## config.mk

```make
export PLATFORM = sky130hd
export DESIGN_NAME = id_ex_pipeline_reg
export DESIGN_NICKNAME = d
export VERILOG_FILES = /design/src/rtl/id_ex_pipeline_reg.sv
export SDC_FILE = /design/constraint.sdc
export NUM_CORES = 1
export LEC_CHECK = 0
export BUFFER_PORTS_ARGS = -buffer_cell sky130_fd_sc_hd__buf_2
export CAP_MARGIN = 15
export CORE_AREA = 2 2 157 159
export CTS_CLUSTER_SIZE = 25
export DETAILED_ROUTE_END_ITERATION = 7
export DIE_AREA = 0 0 159 161
export HOLD_SLACK_MARGIN = 0.03
export MAX_ROUTING_LAYER = met4
export PLACE_DENSITY = 0.63
export RECOVER_POWER = 50
export SYNTH_ARGS = -nofsm -noshare
export SYNTH_HDL_FRONTEND = slang
export SYNTH_SLANG_ARGS = --single-unit
```

## constraint.sdc

```tcl
create_clock -name clk -period 3.7 [get_ports clk]
set_input_delay 0.185 -clock clk [delete_from_list [all_inputs] [get_ports clk]]
set_output_delay 0.185 -clock clk [all_outputs]
set_load 0.02 [all_outputs]
```

## src/rtl/id_ex_pipeline_reg.sv

```systemverilog
// id_ex_pipeline_reg: ID->EX pipeline register with stall/flush, load detect and a saturating bubble counter.
module id_ex_pipeline_reg #(
    parameter int DATA_WIDTH = 32,
    parameter int CNT_WIDTH  = 16
) (
    input  logic                  clk,
    input  logic                  rst,
    input  logic                  StallE,
    input  logic                  FlushE,
    input  logic                  ValidD,
    input  logic                  RegWriteD,
    input  logic [1:0]            ResultSrcD,
    input  logic                  MemWriteD,
    input  logic                  JumpD,
    input  logic                  BranchD,
    input  logic                  ALUSrcD,
    input  logic                  JalrmuxSelD,
    input  logic [2:0]            ALUControlD,
    input  logic [2:0]            Funct3D,
    input  logic [DATA_WIDTH-1:0] RD1D,
    input  logic [DATA_WIDTH-1:0] RD2D,
    input  logic [DATA_WIDTH-1:0] PCD,
    input  logic [DATA_WIDTH-1:0] PCPlus4D,
    input  logic [DATA_WIDTH-1:0] ImmExtD,
    input  logic [4:0]            Rs1D,
    input  logic [4:0]            Rs2D,
    input  logic [4:0]            RdD,
    output logic                  RegWriteE,
    output logic [1:0]            ResultSrcE,
    output logic                  MemWriteE,
    output logic                  JumpE,
    output logic                  BranchE,
    output logic                  ALUSrcE,
    output logic                  JalrmuxSelE,
    output logic [2:0]            ALUControlE,
    output logic [2:0]            Funct3E,
    output logic [DATA_WIDTH-1:0] RD1E,
    output logic [DATA_WIDTH-1:0] RD2E,
    output logic [DATA_WIDTH-1:0] PCE,
    output logic [DATA_WIDTH-1:0] PCPlus4E,
    output logic [DATA_WIDTH-1:0] ImmExtE,
    output logic [4:0]            Rs1E,
    output logic [4:0]            Rs2E,
    output logic [4:0]            RdE,
    output logic                  ValidE,
    output logic                  MemReadE,
    output logic [CNT_WIDTH-1:0]  BubbleCount
);
    localparam int CW = 14;
    localparam int DW = 5 * DATA_WIDTH + 15;
    logic [CW-1:0]        w_ctl_d, r_ctl;
    logic [DW-1:0]        w_data_d, r_data;
    logic                 r_valid;
    logic [CNT_WIDTH-1:0] r_count;
    logic                 w_bubble;
    assign w_ctl_d  = {RegWriteD, ResultSrcD, MemWriteD, JumpD, BranchD, ALUSrcD, JalrmuxSelD, ALUControlD, Funct3D};
    assign w_data_d = {RD1D, RD2D, PCD, PCPlus4D, ImmExtD, Rs1D, Rs2D, RdD};
    assign w_bubble = FlushE || (!StallE && !ValidD);
    always_ff @(posedge clk) begin
        if (rst || FlushE) begin
            r_ctl   <= '0;
            r_data  <= '0;
            r_valid <= 1'b0;
        end else if (!StallE) begin
            r_ctl   <= ValidD ? w_ctl_d : '0;
            r_data  <= w_data_d;
            r_valid <= ValidD;
        end
    end
    // Counter saturates at all-ones instead of wrapping.
    always_ff @(posedge clk) begin
        if (rst)
            r_count <= '0;
        else if (w_bubble && r_count != '1)
            r_count <= r_count + 1'b1;
    end
    assign {RegWriteE, ResultSrcE, MemWriteE, JumpE, BranchE, ALUSrcE, JalrmuxSelE, ALUControlE, Funct3E} = r_ctl;
    assign {RD1E, RD2E, PCE, PCPlus4E, ImmExtE, Rs1E, Rs2E, RdE} = r_data;
    assign ValidE      = r_valid;
    assign MemReadE    = RegWriteE && (ResultSrcE == 2'b01);
    assign BubbleCount = r_count;
endmodule

```

==> out/metrics.csv, run 1 <==
stage;metric;value;unit
outcome;violations;max-capacitance violations, max-slew violations;
yosys;async_flop_share;0;
route;drc_errors;0;
clock_tree;clock-root-buffer;clkbuf_16;
global_route;grt_pass1_wl;37800;µm
floorplan;die_w;159;µm
global_route;grt_use_total;0.183;
yosys;synthFlopType;dfxtp_1;
critical_path;startpoint;rst;
power;p_int;0.00409;W
critical_path;rrSetupSlack;1.66;ns
sta;fin_tns_setup;0;ns
route;first_pass_iters;4;
clock_tree;clk_pin_slew;0.06;ns
yosys;ys_seq_area_frac;0.554;
sta;grt_setup_unrepaired;no;
worst_hold_path;min_to;BubbleCount[3]$_SDFFE_PP0P_;
power;leakage;5.72;nW
power;combPwrFrac;0.128;
clock_tree;clock_tree.htree_level_count;1;
layout;fin_nets;1479;
yosys;syn_area_per_cell;10.4;µm²
critical_path;arrival;2.72;ns
layout;multi_input_area;3130;µm²
worst_hold_path;hold_class;in2reg;
layout;fin_area;12300;µm²
power;power_density;437;nW/µm²
yosys;syn_area;7450;µm²
layout;final_common_cell;buf_2;
clock_tree;cts_buffers;22;
clock_tree;clock_latency;0.50;ns
route;vias_per_cell;4.52;
route;drtAntennaViolNets;0;
route;wirelength;24200;µm
floorplan;start_util;0.311;
yosys;ys_ff_latch;206;
worst_hold_path;min-delay-start;ValidD;
global_route;antenna_found_initial;0;
sta;finClkSkew;0.00557;ns
yosys;ys_warn_count;0;
placed_design;gp_congestion;0.768;
route;detail_route.wl_per_cell;14.9;µm
sta;period_share;0.658;
placed_design;io_buffers;400;
power;ir_drop;0.000308;V
sta;worst_pin_slew;1.79;ns
floorplan;rows;57;
sta;setup_viol;0;
placed_design;dpl_cell_area;9750;µm²
floorplan;fp.dieH;161;µm
clock_tree;cts_tree;yes;
layout;drive_gt1_frac;0.254;
critical_path;critical_path_required;3.99;ns
global_route;gr-total-overflow;0;
floorplan;die_area;25600;µm²
power;pwr-share-clk;0.437;
sta;fmax;411;MHz
floorplan;io_pins;401;
yosys;syn_inst;713;
critical_path;critPathKind;in2reg;
power;p_switching;0.00126;W
critical_path;r2r_end;BubbleCount[10]$_SDFFE_PP0P_;
layout;fill_cells;2137;
route;drt_iter0_markers;419;
worst_hold_path;hold_path_depth;4;
layout;antenna_cells;0;
sta;layout_min_cycle_time;2.43;ns
power;seq_power_share;0.435;
critical_path;r2r-start;BubbleCount[0]$_SDFFE_PP0P_;
global_route;grt_pass1_vias;7467;
sta;slew_viol_final;92;
sta;slew_headroom;-0.196;
critical_path;cp_max_fo;91;
clock_tree;cts_setup_buffers;0;
yosys;ys_types;38;
critical_path;crit_path_start_kind;input pin;
layout;mostFrequentLayoutCells;278 x buf_2, 206 x dfxtp_1, 201 x nor2_1;
placed_design;dp_hpwl;14800;µm
floorplan;coreArea;24000;µm²
layout;seq_area;4120;µm²
clock_tree;cts_sinks;206;
yosys;syn_nets;908;
clock_tree;cts_buffer_depth;3;
critical_path;reg2reg_depth;5;
layout;syn2layout_area_growth;64.5;%
yosys;synth_edf_count;0;
sta;hold_viol_final;0;
outcome;run_status;finished with violations;
power;p_sw_frac;0.235;
run;drv_cap;1;
global_route;grt_max_degree;105;
critical_path;cp-end-kind;register;
route;num_vias;7339;
worst max path at each step:
stage / endpoint / slack (ns) / depth (start not counted)
floorplan: BubbleCount[10]$_SDFFE_PP0P_ / 1.79 / 5
global placement: BubbleCount[10]$_SDFFE_PP0P_ / 1.70 / 5
detailed placement: BubbleCount[10]$_SDFFE_PP0P_ / 1.65 / 5
CTS: BubbleCount[10]$_SDFFE_PP0P_ / 1.65 / 5
global route: r_data[0]$_SDFFE_PP0N_ / 1.05 / 4
finish: r_data[0]$_SDFFE_PP0N_ / 1.27 / 4
power groups by stage:
stage / Combinational [W] / Sequential, W / Clock, W
after floorplan: 0.000223 / 0.00245 / 0
after global placement: 0.000520 / 0.00237 / 0
after detailed placement: 0.000525 / 0.00237 / 0
after CTS: 0.000685 / 0.00232 / 0.00240
after global routing: 0.000730 / 0.00233 / 0.00249
final: 0.000683 / 0.00233 / 0.00234
per-stage QoR:
step	hold WS, ns	worst slack (ns)	cells	utilization	power [W]
final	0.146	1.27	1624	0.511	0.00535
after global routing	0.180	1.05	1624	0.511	0.00555
after CTS	0.0558	1.65	1624	0.518	0.00541
after detailed placement	0.422	1.65	1395	0.407	0.00290
after global placement	0.412	1.70	1395	0.407	0.00289
after floorplan	0.329	1.79	713	-	0.00268
worst max-delay path, stage by stage:
cell and delay (ns):
clkbuf_1 0.66, or2_0 0.29, clkbuf_2 1.29, nor2_1 0.20
area by class of cell:
type / instances / share of cell area
Inverter: 3 / 0.000919
Tap cell: 324 / 0.0331
Clock buffer: 28 / 0.0501
Sequential cell: 206 / 0.337
Timing Repair Buffer: 593 / 0.311
Multi-Input combinational cell: 458 / 0.255
Clock inverter: 12 / 0.0134
synth_stat cells (5+ instances only):
cell,count,area share
buf_2,10,0.0067
clkbuf_1,28,0.014
a22oi_1,14,0.014
nor2b_1,5,0.0042
o31ai_1,5,0.0050
dfxtp_1,206,0.55
mux2i_1,177,0.24
buf_1,8,0.0040
nor2_1,201,0.10
a21oi_1,10,0.0067
per-layer routing:
metal	track usage	wire, µm
met2	0.318	11600
met5	-	0
met1	0.203	10000
met4	0.0793	1000
met3	0.0398	1640
registers in the layout, indices dropped and copies added (netlist names):
signal and count:
r_data 175, BubbleCount 16, r_ctl 14, ValidE 1
kinds of logic after synthesis:
kind of cell / after synthesis / synth area share
buffers and inverters: 49 / 0.0264
AND/OR/NAND/NOR: 241 / 0.141
AO/OA/AOI/OAI: 34 / 0.0316
adder cells (fa/ha/maj): 1 / 0.00168
XOR/XNOR: 1 / 0.00118
multiplexers: 181 / 0.244
flip-flops: 206 / 0.554
timing repair:
action | in CTS | in global routing
endpoints found under the hold margin | 189 | 0
hold buffers | 189 | 0
gates resized for setup | 0 | 0
Power figures use the tool's default switching activity.
==> inputs of run 2 (changes only) <==
Clock period 3.7 ns to 2.3 ns, I/O delays scaled along.
==> run 2 against run 1 <==
The run still ends with max-capacitance violations, max-slew violations left. Sequential cell count unchanged. Via count is 1.1% lower. Register-to-register slack worse by 1.3 ns. Wire length grew 0.64%. Final area did not move. Largest cell class unchanged. Non-clock buffer count increased by 6. Critical path depth rose by 1. Final cell count rose by 0.49%. Worst setup slack got worse by 1.0 ns. Count of clock-buffer cells in the layout grew 4.
==> out/metrics.csv, run 2 (same netlist as run 1, synthesis figures left out) <==
stage;metric;value;unit;change
outcome;run_status;finished with violations;;
outcome;violations;max-capacitance violations, max-slew violations;;
layout;antenna_cells;0;;unchanged
global_route;antenna_found_initial;0;;unchanged
sta;grt_setup_unrepaired;no;;
route;wirelength;24400;µm;+0.64%
global_route;grt_pass1_wl;38600;µm;+2.1%
floorplan;rows;57;;unchanged
clock_tree;clock-root-buffer;clkbuf_16;;
route;drtAntennaViolNets;0;;unchanged
clock_tree;cts_resized;0;;unchanged
critical_path;slowest_stage;or2_1;;
floorplan;die_w;159;µm;unchanged
clock_tree;cts_tree;yes;;
sta;fin_hold_ws;0.0803;ns;-0.0661 ns
power;p_int;0.00660;W;+61%
floorplan;fp.dieH;161;µm;unchanged
worst_hold_path;hold_class;in2reg;;
placed_design;dpl.cell_count;1399;;+0.29%
sta;slew_headroom;-0.0140;;+0.182
sta;fin_tns_setup;0;ns;unchanged
global_route;grt_max_degree;109;;+3.8%
power;leakage;5.44;nW;-4.9%
route;detail_route.wl_per_cell;14.9;µm;+0.15%
clock_tree;cts_sinks;206;;unchanged
sta;worst_pin_slew;1.52;ns;-0.273 ns
floorplan;die_area;25600;µm²;unchanged
layout;fin_nets;1486;;+0.47%
layout;fill_cells;2205;;+3.2%
route;drc_errors;0;;unchanged
clock_tree;clock_tree.htree_level_count;1;;unchanged
sta;slew_viol_final;35;;-62%
layout;regMostFlops;r_data;;
power;pwr-share-clk;0.440;;+0.003
sta;setup_ws;0.257;ns;-1.01 ns
layout;mostFrequentLayoutCells;206 x dfxtp_1, 202 x clkbuf_1, 201 x nor2_1;;
floorplan;start_util;0.311;;unchanged
power;p_switching;0.00205;W;+63%
sta;period_share;0.888;;
route;first_pass_iters;5;;+1
run;drv_cap;1;;unchanged
layout;final_cells;1632;;+0.49%
placed_design;gp_congestion;0.796;;+3.6%
clock_tree;cts_setup_buffers;0;;unchanged
power;power_density;706;nW/µm²;+62%
critical_path;slowest_delay;1.11;ns;-0.18 ns
sta;fmax;489;MHz;
clock_tree;clock_latency;0.50;ns;about the same
floorplan;coreArea;24000;µm²;unchanged
critical_path;crit_path_start_kind;input pin;;
critical_path;cp_max_fo;36;;-60%
critical_path;arrival;2.43;ns;-0.29 ns
placed_design;dp_hpwl;15200;µm;+2.6%
critical_path;cp-end-kind;register;;
critical_path;critical_path_required;2.69;ns;-1.30 ns
layout;drive_gt1_frac;0.197;;-0.0566
layout;largest_reg_flops;175;;unchanged
power;seq_power_share;0.433;;-0.002
layout;final_common_cell;dfxtp_1;;
route;drt_iter0_markers;366;;-13%
global_route;grt_use_total;0.187;;+0.00424
global_route;gr-total-overflow;0;;unchanged
clock_tree;cts_buffer_depth;3;;unchanged
power;ir_drop;0.000547;V;+78%
power;combPwrFrac;0.127;;about the same
floorplan;io_pins;401;;unchanged
critical_path;critPathKind;in2reg;;
route;num_vias;7256;;-1.1%
power;p_sw_frac;0.236;;+0.00124
placed_design;dp_slack;0.336;ns;-1.31 ns
sta;finClkSkew;0.00361;ns;-0.00196 ns
clock_tree;cts_buffers;23;;+4.5%
sta;setup_viol;0;;unchanged
sta;layout_min_cycle_time;2.04;ns;
route;vias_per_cell;4.45;;-1.6%
sta;hold_viol_final;0;;unchanged
layout;syn2layout_area_growth;64.5;%;unchanged
clock_tree;clk_pin_slew;0.06;ns;about the same
placed_design;io_buffers;400;;unchanged
critical_path;path_cells;dlygate4sd3_1 -> buf_2 -> or2_1 -> buf_4 -> nor2_1;;
global_route;grt_pass1_vias;7502;;+0.47%
==> run 2: final timing paths <==
path,startpoint,end,slack [ns],cells past startpoint
max,rst,r_data[110]$_SDFFE_PP0N_,0.26,5
min,ValidD,BubbleCount[3]$_SDFFE_PP0P_,0.08,4
max reg2reg,BubbleCount[0]$_SDFFE_PP0P_,BubbleCount[10]$_SDFFE_PP0P_,0.33,5
min reg2reg,ValidE$_SDFFE_PP0N_,ValidE$_SDFFE_PP0N_,0.49,2
==> run 2: power by group through the flow <==
stage               clock network (W)  logic (W)  registers (W)
floorplan                           0   0.000359        0.00395
global placement                    0   0.000847        0.00381
detailed placement                  0   0.000852        0.00381
CTS                           0.00392    0.00111        0.00374
global route                  0.00407    0.00118        0.00375
finish                        0.00381    0.00110        0.00374
==> run 2: final cells by class <==
class / instances / area (µm²) / area share
clock buffers: 32 / 669 / 0.0546
clock inverters: 10 / 129 / 0.0105
inverters: 3 / 11.3 / 0.000919
multi-input cells: 458 / 3130 / 0.255
flip-flops and latches: 206 / 4120 / 0.337
well taps: 324 / 405 / 0.0331
repair buffers: 599 / 3780 / 0.309
==> run 2: worst max-delay path: cells and delay by family <==
kind	cells	cell delay [ns]
buffers and inverters	3	1.10
and+or+nand+nor	2	1.20
==> run 2: metrics by stage <==
step | total power, W | area, µm² | utilization
after floorplan | 0.00431 | 7450 | -
after global placement | 0.00465 | 9790 | 0.409
after detailed placement | 0.00467 | 9790 | 0.409
after CTS | 0.00877 | 12500 | 0.522
after global routing | 0.00900 | 12300 | 0.511
final | 0.00865 | 12300 | 0.511
==> run 2: timing repair <==
item / in CTS / in global routing
hold buffers: 191 / 0
hold endpoints to repair: 200 / 0
setup endpoints to repair: 0 / 0
==> run 2: per-layer routing <==
| layer | up-vias | track usage | routed length (µm) |
|---|---|---|---|
| met1 | 3299 | 0.204 | 9540 |
| met4 | 0 | 0.0694 | 833 |
| li1 | 3577 | - | - |
| met3 | 54 | 0.0475 | 1960 |
| met2 | 326 | 0.331 | 12100 |
| met5 | - | - | 0 |
==> inputs of run 3 (changes only) <==
Settings changed: CTS_BUF_LIST from default to sky130_fd_sc_hd__clkbuf_2.
==> run 3 against run 2 <==
The run now fails in clock tree synthesis (4_1_cts). Synthesized cell count stayed put. Area after synthesis stayed put.
==> out/metrics.csv, run 3 <==
stage;metric;value;unit;change
placed_design;gp_congestion;0.796;;unchanged
yosys;syn_inst;713;;unchanged
clock_tree;cts_sinks;206;;unchanged
placed_design;dp_slack;0.336;ns;unchanged
placed_design;dp_hpwl;15200;µm;unchanged
floorplan;io_pins;401;;unchanged
floorplan;rows;57;;unchanged
yosys;synth_common_cells;206 x dfxtp_1, 201 x nor2_1, 177 x mux2i_1;;
yosys;synth.most_common_cell;dfxtp_1;;
yosys;synthAdderAreaFrac;0.00168;;unchanged
yosys;ys_warn_count;0;;unchanged
yosys;syn_area_per_cell;10.4;µm²;unchanged
clock_tree;cts_buffers;53;;+130%
clock_tree;cts_buffer_depth;3;;unchanged
yosys;synthSimpleGateAreaFrac;0.141;;unchanged
clock_tree;cts_setup_buffers;0;;unchanged
clock_tree;hold_buffers;298;;+56%
floorplan;fp.dieH;161;µm;unchanged
outcome;error;[ERROR RSZ-0060] Max buffer count reached.;;
yosys;synthMuxAreaShare;0.244;;unchanged
yosys;syn_area;7450;µm²;unchanged
yosys;syn_nets;908;;unchanged
yosys;synth_area_leaders;dfxtp_1 55%, mux2i_1 24%, nor2_1 10%;;
yosys;ys_types;38;;unchanged
yosys;synth_edf_count;0;;unchanged
yosys;ys_seq_area_frac;0.554;;unchanged
yosys;synthXorXnorAreaFrac;0.00118;;unchanged
yosys;synth_top_family_by_area;multiplexers;;
yosys;async_flop_share;0;;unchanged
floorplan;die_w;159;µm;unchanged
placed_design;io_buffers;400;;unchanged
clock_tree;clock-root-buffer;clkbuf_2;;
yosys;synthFlopType;dfxtp_1;;
placed_design;dpl_cell_area;9790;µm²;unchanged
yosys;yosys.area.top_type_share;0.554;;unchanged
yosys;synth_top_area_cell;dfxtp_1;;
floorplan;start_util;0.311;;unchanged
outcome;stop_stage;clock tree synthesis (4_1_cts);;
clock_tree;clock_tree.htree_level_count;2;;+1
yosys;ys_ff_latch;206;;unchanged
clock_tree;cts_resized;0;;unchanged
yosys;synth_compound_area_frac;0.0316;;unchanged
outcome;run_status;aborted with a tool error;;
placed_design;dpl.cell_count;1399;;unchanged
==> run 3: cell counts after synthesis <==
No cell type changed its count.
==> run 3: kinds of logic after synthesis <==
kind of cell / after synthesis
AND/OR/NAND/NOR: 241
flip-flops: 206
multiplexers: 181
buffers and inverters: 49
AO/OA/AOI/OAI: 34
XOR/XNOR: 1
adder cells (fa/ha/maj): 1
==> run 3: stage by stage <==
step                       util  hold WS (ns)
after floorplan               -         0.259
after global placement    0.409         0.343
after detailed placement  0.409         0.351
==> inputs of run 4 (changes only) <==
Settings changed: CORE_AREA 2 2 157 159 to default, CORE_MARGIN from default to 2, CORE_UTILIZATION from default to 25, CTS_BUF_LIST sky130_fd_sc_hd__clkbuf_2 to default, CTS_CLUSTER_SIZE 25 to default, DIE_AREA 0 0 159 161 to default, HOLD_SLACK_MARGIN 0.03 to default, MAX_ROUTING_LAYER met4 to default, PLACE_DENSITY 0.63 to default, PLACE_DENSITY_LB_ADDON from default to 0.15.
==> run 4 against run 3 <==
The flow now finishes, with violations (max-capacitance violations, max-slew violations).
==> out/metrics.csv, run 4 (same netlist as run 1, synthesis figures left out) <==
stage;metric;value;unit;change
floorplan;coreArea;29500;µm²;
critical_path;crit_path_start_kind;register;;
route;first_pass_iters;4;;
floorplan;start_util;0.253;;-0.0582
sta;fin_tns_setup;0;ns;
sta;hold_viol_final;0;;
power;p_int;0.00666;W;
layout;mostFrequentLayoutCells;383 x buf_2, 206 x dfxtp_1, 201 x nor2_1;;
layout;fin_area;12600;µm²;
clock_tree;clk_pin_slew;0.06;ns;
floorplan;die_w;177;µm;+11%
outcome;run_status;finished with violations;;
route;num_vias;7124;;
route;detail_route.wl_per_cell;14.8;µm;
critical_path;critPathKind;reg2reg;;
critical_path;arrival;2.38;ns;
sta;finClkSkew;0.00762;ns;
placed_design;dp_hpwl;16700;µm;+10%
critical_path;startpoint;BubbleCount[0]$_SDFFE_PP0P_;;
power;leakage;6.21;nW;
sta;grt_setup_unrepaired;no;;
placed_design;dpl_cell_area;9910;µm²;+1.2%
worst_hold_path;min-delay-start;rst;;
floorplan;io_pins;401;;unchanged
sta;fmax;504;MHz;
layout;fin_nets;1489;;
clock_tree;cts_buffers;24;;-55%
global_route;grt_pass1_vias;7299;;
power;p_sw_frac;0.242;;
power;seq_power_share;0.425;;
layout;syn2layout_area_growth;68.7;%;
global_route;grt_use_total;0.151;;
clock_tree;clock_latency;0.51;ns;
route;wirelength;25300;µm;
run;drv_cap;2;;
global_route;grt_pass1_wl;38000;µm;
clock_tree;cts_sinks;206;;unchanged
clock_tree;cts_buffer_depth;3;;unchanged
sta;slew_headroom;-0.277;;
clock_tree;cts_resized;0;;unchanged
global_route;antenna_found_initial;1;;
outcome;violations;max-capacitance violations, max-slew violations;;
route;drt_iter0_markers;166;;
layout;largest_reg_flops;175;;
sta;period_share;0.862;;
route;drc_errors;0;;
global_route;gr-total-overflow;0;;
sta;layout_min_cycle_time;1.98;ns;
clock_tree;hold_buffers;189;;-37%
power;power_density;699;nW/µm²;
floorplan;fp.dieH;177;µm;+9.7%
power;ir_drop;0.000541;V;
worst_hold_path;hold_class;in2reg;;
power;pwr-share-clk;0.445;;
power;combPwrFrac;0.129;;
layout;final_common_cell;buf_2;;
layout;drive_gt1_frac;0.339;;
placed_design;io_buffers;400;;unchanged
sta;setup_viol;0;;
placed_design;gp_congestion;0.707;;-11%
critical_path;cp-end-kind;register;;
critical_path;cp_max_fo;7;;
sta;worst_pin_slew;1.92;ns;
sta;fin_hold_ws;0.0415;ns;
clock_tree;cts_setup_buffers;0;;unchanged
route;drtAntennaViolNets;0;;
clock_tree;cts_tree;yes;;
critical_path;critical_path_required;2.69;ns;
route;vias_per_cell;4.18;;
global_route;grt_max_degree;105;;
critical_path;r2r-start;BubbleCount[0]$_SDFFE_PP0P_;;
floorplan;die_area;31200;µm²;
floorplan;rows;63;;+11%
layout;regMostFlops;r_data;;
power;p_switching;0.00213;W;
clock_tree;clock-root-buffer;clkbuf_16;;
clock_tree;clock_tree.htree_level_count;1;;-1
sta;slew_viol_final;193;;
[run 4: cell type report]
type | instances | area (µm²)
Timing Repair Buffer | 601 | 3990
Sequential cell | 206 | 4120
Tap cell | 390 | 488
Clock inverter | 8 | 106
Clock buffer | 36 | 716
Antenna cell | 1 | 2.50
Multi-Input combinational cell | 458 | 3130
Inverter | 3 | 11.3
Fill cell | 2853 | 16900
[run 4: power by group through the flow]
stage                     logic, W  registers, W  clock network, W
after floorplan           0.000359       0.00395                 0
after detailed placement  0.000873       0.00381                 0
final                      0.00114       0.00374           0.00391
after CTS                  0.00113       0.00374           0.00407
after global routing       0.00123       0.00375           0.00416
after global placement    0.000873       0.00381                 0
[run 4: metrics by stage]
step	instances	setup slack, ns	util	power, W
finish	1703	0.318	0.426	0.00879
global route	1702	0.146	0.426	0.00914
CTS	1702	0.292	0.428	0.00894
detailed placement	1469	0.302	0.336	0.00469
global placement	1469	0.338	0.336	0.00468
floorplan	713	0.386	-	0.00431
[run 4: worst max-delay path: stages (launching register included)]
cell,delay [ns]
dfxtp_1,0.37
ha_1,0.18
nand3_1,0.27
nand2b_1,0.34
nor4_1,0.34
mux2_2,0.36
[run 4: metal layers]
metal	track usage	wire length, µm	vias up
li1	-	-	3576
met1	0.167	10200	3207
met2	0.274	12100	300
met3	0.0469	2380	41
met4	0.0448	585	0
met5	0	0	-
[run 4: final timing paths]
check | depth (start not counted) | endpoint | slack [ns]
min | 3 | BubbleCount[9]$_SDFFE_PP0P_ | 0.04
max | 5 | BubbleCount[10]$_SDFFE_PP0P_ | 0.32
max reg2reg | 5 | BubbleCount[10]$_SDFFE_PP0P_ | 0.32
min reg2reg | 2 | r_data[108]$_SDFFE_PP0N_ | 0.49
